[config.mk]
export PLATFORM = sky130hd
export DESIGN_NAME = sec_bcd_counter
export DESIGN_NICKNAME = d
export VERILOG_FILES = /design/src/rtl/sec_bcd_counter_pkg.sv /design/src/rtl/bcd_digit.sv /design/src/rtl/sec_bcd_counter.sv
export SDC_FILE = /design/constraint.sdc
export NUM_CORES = 1
export LEC_CHECK = 0
export BUFFER_PORTS_ARGS = -buffer_cell sky130_fd_sc_hd__buf_2
export CORE_ASPECT_RATIO = 1.1
export CORE_MARGIN = 3
export CORE_UTILIZATION = 54
export CTS_CLUSTER_DIAMETER = 50
export DETAILED_ROUTE_END_ITERATION = 10
export PLACE_DENSITY = 0.84
export SLEW_MARGIN = 10
export SYNTH_ARGS = -nofsm -noshare
export SYNTH_HDL_FRONTEND = slang
export SYNTH_SLANG_ARGS = --single-unit
[constraint.sdc]
create_clock -name CLK -period 1.75 [get_ports CLK]
set_input_delay 0.0875 -clock CLK [delete_from_list [all_inputs] [get_ports CLK]]
set_output_delay 0.0875 -clock CLK [all_outputs]
set_load 0.1 [all_outputs]
[src/rtl/sec_bcd_counter_pkg.sv]
// Shared FSM state encodings and BCD digit limits for the seconds/minutes counter.
// Latency: n/a (definitions only). Backpressure: n/a.
package de0_blinkL_pkg;

    typedef enum logic [1:0] {
        ST_IDLE  = 2'd0,
        ST_RUN   = 2'd1,
        ST_PAUSE = 2'd2
    } state_e;

    localparam logic [3:0] UNITS_MAX = 4'd9;
    localparam logic [3:0] TENS_MAX  = 4'd5;

endpackage

[src/rtl/bcd_digit.sv]
// Single mod-(MAX+1) BCD digit; carry is combinational so a whole chain rolls on one edge.
// Latency: digit updates on the edge where inc_i is high. Backpressure: none, inc_i always accepted.
module bcd_digit
    import de0_blinkL_pkg::*;
#(
    parameter logic [3:0] MAX = UNITS_MAX
) (
    input  logic       clk_i,
    input  logic       rst_i,
    input  logic       inc_i,
    input  logic       clr_i,
    output logic [3:0] digit_o,
    output logic       carry_o
);

    logic [3:0] digit_q;
    logic [3:0] digit_d;
    logic       at_max;

    // >= rather than == so a corrupted out-of-range value self-recovers to 0
    assign at_max = (digit_q >= MAX);

    always_comb begin
        digit_d = digit_q;
        if (clr_i) begin
            digit_d = 4'd0;
        end else if (inc_i) begin
            digit_d = at_max ? 4'd0 : digit_q + 4'd1;
        end
    end

    always_ff @(posedge clk_i) begin
        if (rst_i) begin
            digit_q <= 4'd0;
        end else begin
            digit_q <= digit_d;
        end
    end

    assign digit_o = digit_q;
    assign carry_o = inc_i & at_max & ~clr_i;

endmodule

[src/rtl/sec_bcd_counter.sv]
// MM:SS stopwatch: synchronised start/clear buttons drive an IDLE/RUN/PAUSE FSM and a BCD chain.
// Latency: button to state change SYNC_STAGES+2 cycles; EN1HZ to digits 1 cycle. Backpressure: none.
module sec_bcd_counter
    import de0_blinkL_pkg::*;
#(
    parameter int SYNC_STAGES = 2
) (
    input  logic       CLK,
    input  logic       RST,
    input  logic       EN1HZ,
    input  logic       BTN_START,
    input  logic       BTN_CLR,
    output logic [3:0] BCD0,
    output logic [3:0] BCD1,
    output logic [3:0] BCD2,
    output logic [3:0] BCD3,
    output logic       RUNNING,
    output logic       WRAP,
    output logic       BLINK
);

    logic [SYNC_STAGES-1:0] start_sync_q;
    logic [SYNC_STAGES-1:0] clr_sync_q;
    logic [SYNC_STAGES-1:0] fill_q;
    logic                   start_prev_q;
    logic                   clr_prev_q;
    logic                   start_p_q;
    logic                   clr_p_q;
    logic                   fill_done;

    state_e state_q, state_d;
    logic   running_q, wrap_q, blink_q;
    logic   blink_d, wrap_d;
    logic   count_en;
    logic   carry0, carry1, carry2, carry3;

    // Until the chain has refilled after reset the previous-value flops read as 1,
    // so a button held through reset cannot look like a fresh rising edge.
    assign fill_done = fill_q[SYNC_STAGES-1];

    always_ff @(posedge CLK) begin
        if (RST) begin
            start_sync_q <= '0;
            clr_sync_q   <= '0;
            fill_q       <= '0;
            start_prev_q <= 1'b0;
            clr_prev_q   <= 1'b0;
            start_p_q    <= 1'b0;
            clr_p_q      <= 1'b0;
        end else begin
            start_sync_q <= {start_sync_q[SYNC_STAGES-2:0], BTN_START};
            clr_sync_q   <= {clr_sync_q[SYNC_STAGES-2:0], BTN_CLR};
            fill_q       <= {fill_q[SYNC_STAGES-2:0], 1'b1};
            start_prev_q <= fill_done ? start_sync_q[SYNC_STAGES-1] : 1'b1;
            clr_prev_q   <= fill_done ? clr_sync_q[SYNC_STAGES-1] : 1'b1;
            start_p_q    <= start_sync_q[SYNC_STAGES-1] & ~start_prev_q;
            clr_p_q      <= clr_sync_q[SYNC_STAGES-1] & ~clr_prev_q;
        end
    end

    always_comb begin
        state_d = state_q;
        case (state_q)
            ST_IDLE:  if (start_p_q) state_d = ST_RUN;
            ST_RUN:   if (start_p_q) state_d = ST_PAUSE;
            ST_PAUSE: if (start_p_q) state_d = ST_RUN;
            default:  state_d = ST_IDLE;
        endcase
        if (clr_p_q) begin
            state_d = ST_IDLE;
        end
    end

    // Count decision uses the current state, so a start in RUN still counts that second
    assign count_en = (state_q == ST_RUN) & EN1HZ & ~clr_p_q;

    always_comb begin
        blink_d = clr_p_q ? 1'b0 : (blink_q ^ count_en);
        wrap_d  = count_en & carry3;
    end

    always_ff @(posedge CLK) begin
        if (RST) begin
            state_q   <= ST_IDLE;
            running_q <= 1'b0;
            wrap_q    <= 1'b0;
            blink_q   <= 1'b0;
        end else begin
            state_q   <= state_d;
            running_q <= (state_d == ST_RUN);
            wrap_q    <= wrap_d;
            blink_q   <= blink_d;
        end
    end

    bcd_digit #(.MAX(UNITS_MAX)) u_sec_units (
        .clk_i(CLK), .rst_i(RST), .inc_i(count_en), .clr_i(clr_p_q),
        .digit_o(BCD0), .carry_o(carry0)
    );

    bcd_digit #(.MAX(TENS_MAX)) u_sec_tens (
        .clk_i(CLK), .rst_i(RST), .inc_i(carry0), .clr_i(clr_p_q),
        .digit_o(BCD1), .carry_o(carry1)
    );

    bcd_digit #(.MAX(UNITS_MAX)) u_min_units (
        .clk_i(CLK), .rst_i(RST), .inc_i(carry1), .clr_i(clr_p_q),
        .digit_o(BCD2), .carry_o(carry2)
    );

    bcd_digit #(.MAX(TENS_MAX)) u_min_tens (
        .clk_i(CLK), .rst_i(RST), .inc_i(carry2), .clr_i(clr_p_q),
        .digit_o(BCD3), .carry_o(carry3)
    );

    assign RUNNING = running_q;
    assign WRAP    = wrap_q;
    assign BLINK   = blink_q;

endmodule

==> results of run 1 <==
## logic make-up after synthesis
logic type / synth area share (%)
and+or+nand+nor: 20.5
AOI/OAI and AO/OA: 16.1
DFF: 44.3
buffers and inverters: 5.80
adders and majority gates: 10.7
xor gates and xnor gates: 1.88
muxes: 0.714
## power by group through the flow
stage,clock [W],sequential (W),combinational [W]
floorplan,0,0.000736,0.0000268
global placement,0,0.000726,0.0000505
detailed placement,0,0.000727,0.0000527
CTS,0.000548,0.000710,0.0000561
global route,0.000572,0.000712,0.0000624
finish,0.000529,0.000710,0.0000564
## worst reg2reg max path, cell delays in order (launching register included)
cell,delay [ns]
dfxtp_4,0.39
inv_4,0.04
ha_4,0.14
or3b_4,0.25
nand3_4,0.12
or4_1,0.53
a21oi_1,0.14
## per-stage QoR
step / cell area [um^2] / utilization (%) / TNS [ns] / cells / setup WS (ns)
after floorplan: 1470 / - / -0.0728 / 155 / -0.0442
after global placement: 1640 / 69.3 / 0 / 209 / 0.0918
after detailed placement: 1640 / 69.3 / 0 / 209 / 0.0346
after CTS: 1740 / 73.5 / 0 / 219 / 0.0145
after global routing: 1760 / 74.4 / -0.00670 / 219 / -0.00670
final: 1760 / 74.4 / 0 / 219 / 0.0508
## state kept, by name, indices dropped and copies added (netlist names)
signal	cells
start_prev_q	1
start_sync_q	2
u_sec_tens.digit_o	4
clr_p_q	1
BLINK	1
RUNNING	1
clr_sync_q	2
fill_q	2
u_min_units.digit_o	4
u_min_tens.digit_o	4
clr_prev_q	1
start_p_q	1
WRAP	1
state_q	2
u_sec_units.digit_o	4
## layer usage
metal	vias up	GRT usage, %
met5	-	0
met4	0	9.61
met3	4	5.29
met2	27	34.5
met1	556	22.0
li1	610	-
## worst max-delay path by stage
stage                            from                endpoint  slack, ns  cells past startpoint
6_report       u_sec_units.digit_o[0]  u_min_units.digit_o[2]       0.05                      6
5_1_grt        u_sec_units.digit_o[0]  u_min_units.digit_o[2]     -0.007                      6
4_1_cts        u_sec_units.digit_o[0]  u_min_units.digit_o[2]       0.01                      6
3_5_place_dp   u_sec_units.digit_o[0]  u_min_units.digit_o[2]       0.03                      6
3_3_place_gp   u_sec_units.digit_o[0]  u_min_units.digit_o[2]       0.09                      6
2_1_floorplan  u_sec_units.digit_o[0]  u_min_units.digit_o[2]      -0.04                      6
## repair_timing
item | in CTS | in global routing
hold endpoints to repair | 2 | 0
setup endpoints to repair | 0 | 6
hold buffers | 2 | 0
gates resized for setup | 0 | 3
## synth_stat cells, drive strengths merged (2+ instances only)
cell | n | area share (%)
dfxtp | 31 | 44
a21oi | 18 | 6.4
inv | 17 | 4.6
ha | 12 | 11
nor2 | 10 | 2.7
nand2 | 7 | 1.9
nor2b | 6 | 2.7
o31ai | 6 | 3.2
nand4 | 5 | 2.2
nand3 | 4 | 1.8
nor3 | 4 | 1.4
o21ai | 4 | 1.4
a211oi | 2 | 1.1
buf | 2 | 0.71
clkbuf | 2 | 0.54
nand2b | 2 | 0.89
nor3b | 2 | 1.1
or4 | 2 | 1.1
xor2 | 2 | 1.3
## layout make-up
type / count / share of cell area (%)
multi-input cells: 103 / 42.0
well taps: 30 / 2.13
flip-flops and latches: 31 / 37.5
clock inverters: 1 / 0.284
repair buffers: 30 / 9.82
inverters: 17 / 3.91
clock buffers: 7 / 4.34
==> results.cfg, run 1 <==
[power]
p_int_w = 0.00101
seq_power_share_pct = 54.8
peakVddDrop_uv = 805
p_comb_share_pct = 4.4
p_leak_nw = 0.723
p_clk_share_pct = 40.8
powerDensity_mw_per_mm2 = 736
switching_share_pct = 22.3
p_switching_w = 0.000289
fin_total_pwr_w = 0.00130

[worst_setup_path]
r2r-start = u_sec_units.digit_o[0]
r2r-end = u_min_units.digit_o[2]
reg2reg_depth = 6
crit_fanout = 9
crit_chain = inv_4 > ha_4 > or3b_4 > nand3_4 > or4_1 > a21oi_1
crit_family = simple AND/OR/NAND/NOR gates
worst-setup-path-type = reg2reg
max_stage_delay_ns = 0.53
start_kind = flop
critical_path.endpoint_type = flop
path_buf_inv = 1
reg2reg_slack_ns = 0.05
cp_slowest_cell = or4_1
required_ns = 2.01
cp.arrival_ns = 1.96

[global_routing]
grt_pass1_wl_mm = 4.64
first_global_vias = 1111
grt_start_max_net_pins = 14
gr-usage-all-layers_pct = 20.0
antenna_found_initial = 0
overflow = 0

[route]
highest_layer = met4
dr_wl_met3_um = 129
wl_per_cell_um = 13.0
first_iter_violations = 39
wirelength_mm = 2.86
ant_nets = 0
first_pass_iters = 4
wl_met2_mm = 1.43
viasPerCell = 5.47
wl_met1_mm = 1.25
vias = 1197
drc = 0

[sta]
tightestPinTransition_ns = 0.491
rsz0062_at_grt = true
fin_crit_ns = 1.70
setup-violations-final = 0
clock_skew_ns = 0.00933
fin_crit_sh_pct = 97.1
hold_viol = 0
fmax_ghz = 0.589
max-slew-margin-rel_pct = 67.5
slew_violations = 0
hold_slack_ns = 0.0336

[cells_and_area]
multi_input_area_um2 = 739
final_common_cell = buf_2
area_growth_pct = 25.5
insertedDiodeCount = 0
finalNetCount = 205
seq_area_um2 = 659
n_fill_cell = 177
drive_gt1_share_pct = 31.7
final_cell_mix = buf_2 (23), a21oi_1 (17), dfxtp_1 (16), inv_1 (15), ha_1 (11)

[clock_network]
cts_num_sinks = 31
cts_root_buf = clkbuf_4
path_clk_slew_ns = 0.10
post_cts_buffers = 0
clk_latency_ns = 0.33
tritoncts.num_buffers = 5
clockBufferDepth = 2
cts_tree = built
htreeDepth = 2

[floorplan]
die_area_mm2 = 0.00324
die_w_um = 54.6
rows = 18
die_h_um = 59.4
core-area_mm2 = 0.00236
ios = 24
start_util_pct = 59.3

[yosys]
syn_area_per_cell_um2 = 9.04
ys_ff_latch = 31
synth_async_sr_flop_share_pct = 0
syn_area_mm2 = 0.00140
ys.flop_type = dfxtp_1
synth_edf_count = 0
ys_seq_area_share_pct = 44.3
netlist-cell-type-count = 38
syn-instance-count = 155
yosysWarnings = 0
synth_nets = 172

[placed_design]
gp_congestion = 0.795
dp_hpwl_mm = 2.09
port_buffers = 23

[hold_path]
whs_endpoint = fill_q[0]
worst_hold_path.num_cells = 2
hp-start = RST
hold_class = in2reg

[run]
maxCapViolCount = 0

[outcome]
run_status = completed
Note: power is estimated with default switching activity, not from simulation.
==> inputs of run 2 (changes only) <==
--- a/config.mk
+++ b/config.mk
@@ -8,10 +8,10 @@
 export BUFFER_PORTS_ARGS = -buffer_cell sky130_fd_sc_hd__buf_2
 export CORE_ASPECT_RATIO = 1.1
 export CORE_MARGIN = 3
-export CORE_UTILIZATION = 54
+export CORE_UTILIZATION = 58
 export CTS_CLUSTER_DIAMETER = 50
 export DETAILED_ROUTE_END_ITERATION = 10
-export PLACE_DENSITY = 0.84
+export PLACE_DENSITY = 0.89
 export SLEW_MARGIN = 10
 export SYNTH_ARGS = -nofsm -noshare
 export SYNTH_HDL_FRONTEND = slang
==> constraint.sdc (replaced) <==
create_clock -name CLK -period 2.1 [get_ports CLK]
set_input_delay 0.105 -clock CLK [delete_from_list [all_inputs] [get_ports CLK]]
set_output_delay 0.105 -clock CLK [all_outputs]
set_load 0.01 [all_outputs]
==> run 2 against run 1 <==
Count of clock-buffer cells in the layout increased by 1; critical path depth unchanged; clock power decreased by 27%; final area decreased by 6.5%; register-to-register slack improved by 0.14 ns; critical endpoint unchanged.
==> results.cfg, run 2 (synthesis gave the netlist of run 1 again) <==
[power]
p_clk_share_pct = 37.8
fin_total_pwr_w = 0.00102
p_comb_share_pct = 3.4
p_leak_nw = 0.695
switching_share_pct = 21.0
p_int_w = 0.000810
powerDensity_mw_per_mm2 = 623
p_switching_w = 0.000215
seq_power_share_pct = 58.8
peakVddDrop_uv = 619

[sta]
rsz0062_at_grt = false
clock_skew_ns = 0.0108
tightestPinTransition_ns = 0.667
max-slew-margin-rel_pct = 55.1
fin_crit_sh_pct = 91.0
slew_violations = 0
fmax_ghz = 0.523
fin_tns_setup_ns = 0
hold_viol = 0
setup-violations-final = 0
fin_crit_ns = 1.91

[clock_network]
clockBufferDepth = 2
cts_root_buf = clkbuf_4
clk_latency_ns = 0.33
htreeDepth = 2
tritoncts.num_buffers = 5
path_clk_slew_ns = 0.10
cts_tree = built
cts_num_sinks = 31

[cells_and_area]
finalNetCount = 202
fin_area_mm2 = 0.00165
final_cell_mix = dfxtp_1 (31), buf_2 (23), a21oi_1 (18), inv_1 (17), ha_1 (12)
drive_gt1_share_pct = 19.4
area_growth_pct = 17.4
fin_cells = 216
final_common_cell = dfxtp_1
insertedDiodeCount = 0

[worst_setup_path]
crit_fanout = 12
cp.arrival_ns = 2.18
worst-setup-path-type = reg2reg
required_ns = 2.37
critical_path.endpoint_type = flop
start_kind = flop
reg2reg_slack_ns = 0.19

[global_routing]
overflow = 0
grt_start_max_net_pins = 14
grt_use_met3_pct = 8.09
gr-usage-met2_pct = 35.5
gr-max-usage-layer = met2
first_global_vias = 1135
use_met1_pct = 20.9
antenna_found_initial = 0
gr-usage-all-layers_pct = 20.4
grt_pass1_wl_mm = 4.62

[floorplan]
die_area_mm2 = 0.00304
start_util_pct = 61.6
die_h_um = 57.6
rows = 18
core-area_mm2 = 0.00227
ios = 24
die_w_um = 52.9

[route]
vias = 1199
first_iter_violations = 15
viasPerCell = 5.55
drc = 0
wirelength_mm = 2.80
first_pass_iters = 4
ant_nets = 0
wl_per_cell_um = 12.9

[run]
maxCapViolCount = 0

[placed_design]
placed_cell_area_mm2 = 0.00155
dp_hpwl_mm = 2.05
port_buffers = 23
gp_congestion = 0.841
placed_cells = 206

[outcome]
run_status = completed

[hold_path]
hold_class = in2reg
-- run 2: changes by cell type in the layout (fill, tap and decap cells not counted), sizes merged --
cell	change
buf	-3
clkbuf	+1
clkinv	-1
-- run 2: power groups by stage --
stage | clock network, W | logic [W] | registers, W
after detailed placement | 0 | 0.0000320 | 0.000616
after global placement | 0 | 0.0000304 | 0.000616
after floorplan | 0 | 0.0000215 | 0.000616
after CTS | 0.000395 | 0.0000349 | 0.000603
after global routing | 0.000424 | 0.0000397 | 0.000604
final | 0.000387 | 0.0000349 | 0.000603
-- run 2: layout make-up --
type                       count  area, um^2
sequential                    31         621
inverter                      17        63.8
timing repair buffer          27         150
tap                           30        37.5
multi-input combinational    103         704
fill                         175         629
clock buffer                   8        68.8
-- run 2: layer usage --
| layer | wire (um) | part of all wire (%) |
|---|---|---|
| met5 | 0 | 0 |
| met4 | 66 | 2.4 |
| met3 | 156 | 5.6 |
| met2 | 1420 | 51 |
| met1 | 1150 | 41 |
-- run 2: through the flow --
step	utilization, %	worst slack [ns]	hold slack (ns)
floorplan	-	0.408	0.177
global placement	68.2	0.333	0.317
detailed placement	68.2	0.196	0.329
CTS	72.1	0.174	0.0443
global route	72.3	0.0784	0.0720
finish	72.3	0.188	0.0502
-- run 2: path summary, 6_finish.rpt --
path                                  to                   start  cells after the start
setup / recovery  u_min_units.digit_o[2]  u_sec_units.digit_o[0]                      6
hold / removal                 fill_q[0]                     RST                      2
setup reg to reg  u_min_units.digit_o[2]  u_sec_units.digit_o[0]                      6
hold reg to reg                start_p_q            start_prev_q                      1
-- run 2: timing repair --
action / CTS / global route
hold endpoints to repair: 2 / 0
endpoints found under the setup margin: 0 / 1
setup buffers: 0 / 0
hold buffers: 2 / 0
gates resized for setup: 0 / 1
-- run 2: critical path: stages (launching register included) --
cell	delay, ns
dfxtp_1	0.42
inv_1	0.10
ha_1	0.21
or3b_1	0.23
nand3_2	0.23
or4_1	0.53
a21oi_1	0.15
==> inputs of run 3 (changes only) <==
--- a/config.mk
+++ b/config.mk
@@ -8,10 +8,10 @@
 export BUFFER_PORTS_ARGS = -buffer_cell sky130_fd_sc_hd__buf_2
 export CORE_ASPECT_RATIO = 1.1
 export CORE_MARGIN = 3
-export CORE_UTILIZATION = 58
+export CORE_UTILIZATION = 49
 export CTS_CLUSTER_DIAMETER = 50
 export DETAILED_ROUTE_END_ITERATION = 10
-export PLACE_DENSITY = 0.89
+export PLACE_DENSITY = 0.81
 export SLEW_MARGIN = 10
 export SYNTH_ARGS = -nofsm -noshare
 export SYNTH_HDL_FRONTEND = slang
==> constraint.sdc (replaced) <==
create_clock -name CLK -period 1.7 [get_ports CLK]
set_input_delay 0.085 -clock CLK [delete_from_list [all_inputs] [get_ports CLK]]
set_output_delay 0.085 -clock CLK [all_outputs]
set_load 0.01 [all_outputs]
==> run 3 against run 2 <==
The flow now finishes with violations (negative setup slack); via count grew 5.2%; die area grew 16%; register-to-register slack lost 0.24 ns; final area grew 8.1%; utilization shrank 4.3 points; global-route usage shrank 3.1 points; maximum frequency grew 9.0%.
==> results.cfg, run 3 (synthesis gave the netlist of run 1 again) <==
[clock_network]
cts_root_buf = clkbuf_4
clk_latency_ns = 0.32
cts_tree = built
cts_num_sinks = 31
htreeDepth = 2
tritoncts.num_buffers = 5
clockBufferDepth = 2
path_clk_slew_ns = 0.10

[global_routing]
first_global_vias = 1156
gr-usage-all-layers_pct = 17.4
antenna_found_initial = 0
grt_start_max_net_pins = 14
overflow = 0
grt_pass1_wl_mm = 4.65

[cells_and_area]
area_growth_pct = 26.9
post-route-util_pct = 68.0
seq_area_um2 = 626
multi_input_area_um2 = 744
final_cell_mix = dfxtp_1 (27), buf_2 (23), inv_1 (17), a21oi_1 (16), buf_4 (12)
fin_cells = 228
insertedDiodeCount = 0
n_fill_cell = 221
final_common_cell = dfxtp_1
finalNetCount = 213
drive_gt1_share_pct = 29.9

[hold_path]
hold_class = in2reg

[worst_setup_path]
required_ns = 1.90
crit_fanout = 6
cp.arrival_ns = 1.96
worst-setup-path-type = reg2reg
critical_path.endpoint_type = flop
start_kind = flop

[run]
maxCapViolCount = 0

[sta]
max-slew-margin-rel_pct = 73.6
fin_crit_ns = 1.75
slew_violations = 0
fmax_ghz = 0.570
rsz0062_at_grt = true
tightestPinTransition_ns = 0.395
clock_skew_ns = 0.0108
setup-violations-final = 1
fin_crit_sh_pct = 103
hold_viol = 0
worst_slack_ns = -0.0542

[placed_design]
dp_slack_ns = 0.0258
port_buffers = 23
gp_congestion = 0.855
placed_cells = 217
dp_hpwl_mm = 2.18

[floorplan]
ios = 24
core-area_mm2 = 0.00262
die_h_um = 62.1
rows = 19
die_w_um = 57.0
die_area_mm2 = 0.00354
start_util_pct = 53.6

[power]
peakVddDrop_uv = 688
p_leak_nw = 0.742
powerDensity_mw_per_mm2 = 714

[route]
ant_nets = 0
first_iter_violations = 51
drc = 0
vias = 1261
wirelength_mm = 3.11
viasPerCell = 5.53
wl_per_cell_um = 13.6
first_pass_iters = 7

[outcome]
run_status = finished, violations left
violations = negative setup slack
==> run 3: changes by cell type in the layout (fill, tap and decap cells not counted), moves of 2 or more <==
| cell | before | now |
|---|---|---|
| a21oi_1 | 18 | 16 |
| a21oi_2 | 0 | 2 |
| buf_4 | 2 | 12 |
| dfxtp_1 | 31 | 27 |
| dfxtp_2 | 0 | 4 |
| o31ai_1 | 5 | 3 |
| o31ai_2 | 1 | 3 |
==> run 3: path summary, 6_finish.rpt <==
kind                                from                    end  slack (ns)  cells past startpoint
setup / recovery  u_sec_units.digit_o[0]  u_min_tens.digit_o[2]       -0.05                      7
hold / removal                       RST              fill_q[0]        0.04                      2
setup reg to reg  u_sec_units.digit_o[0]  u_min_tens.digit_o[2]       -0.05                      7
hold reg to reg               clr_prev_q                clr_p_q        0.41                      1
==> run 3: power by group <==
group	leakage, nW	internal [W]	switching, W
combinational	0.449	0.0000199	0.0000272
sequential	0.254	0.000739	0.00000509
clock	0.0386	0.000243	0.000235
==> run 3: critical path: stages (launching register included) <==
cell and delay [ns]:
dfxtp_2 0.34, inv_1 0.06, ha_1 0.22, or3b_4 0.27
nand3_4 0.12, buf_4 0.17, a2111oi_1 0.30, o22ai_1 0.16
==> run 3: area by class of cell <==
class,instances,share of cell area [%]
Multi-Input combinational cell,103,41.9
Sequential cell,31,35.2
Timing Repair Buffer,38,13.3
Clock buffer,8,3.87
Inverter,17,3.59
Tap cell,31,2.18
==> run 3: metrics by stage <==
step           cell area [um^2]  TNS, ns  hold slack [ns]  total power [W]
3_3_place_gp               1630        0            0.299         0.000798
3_5_place_dp               1630        0            0.301         0.000801
4_1_cts                    1720        0           0.0352          0.00128
5_1_grt                    1780   -0.147           0.0287          0.00133
6_report                   1780  -0.0542           0.0399          0.00127
2_1_floorplan              1400        0            0.157         0.000787
==> run 3: per-layer routing <==
metal	share of wire [%]	vias up	GRT usage [%]
li1	-	625	-
met1	40	600	17.1
met2	53	34	32.5
met3	5.6	2	7.23
met4	0.64	0	7.62
met5	0	-	0
==> run 3: repair_timing <==
item                                    CTS  global route
endpoints found under the setup margin    0            13
resized for setup                         0            16
hold buffers                              2             0
endpoints found under the hold margin     2             0
setup buffers                             0             1
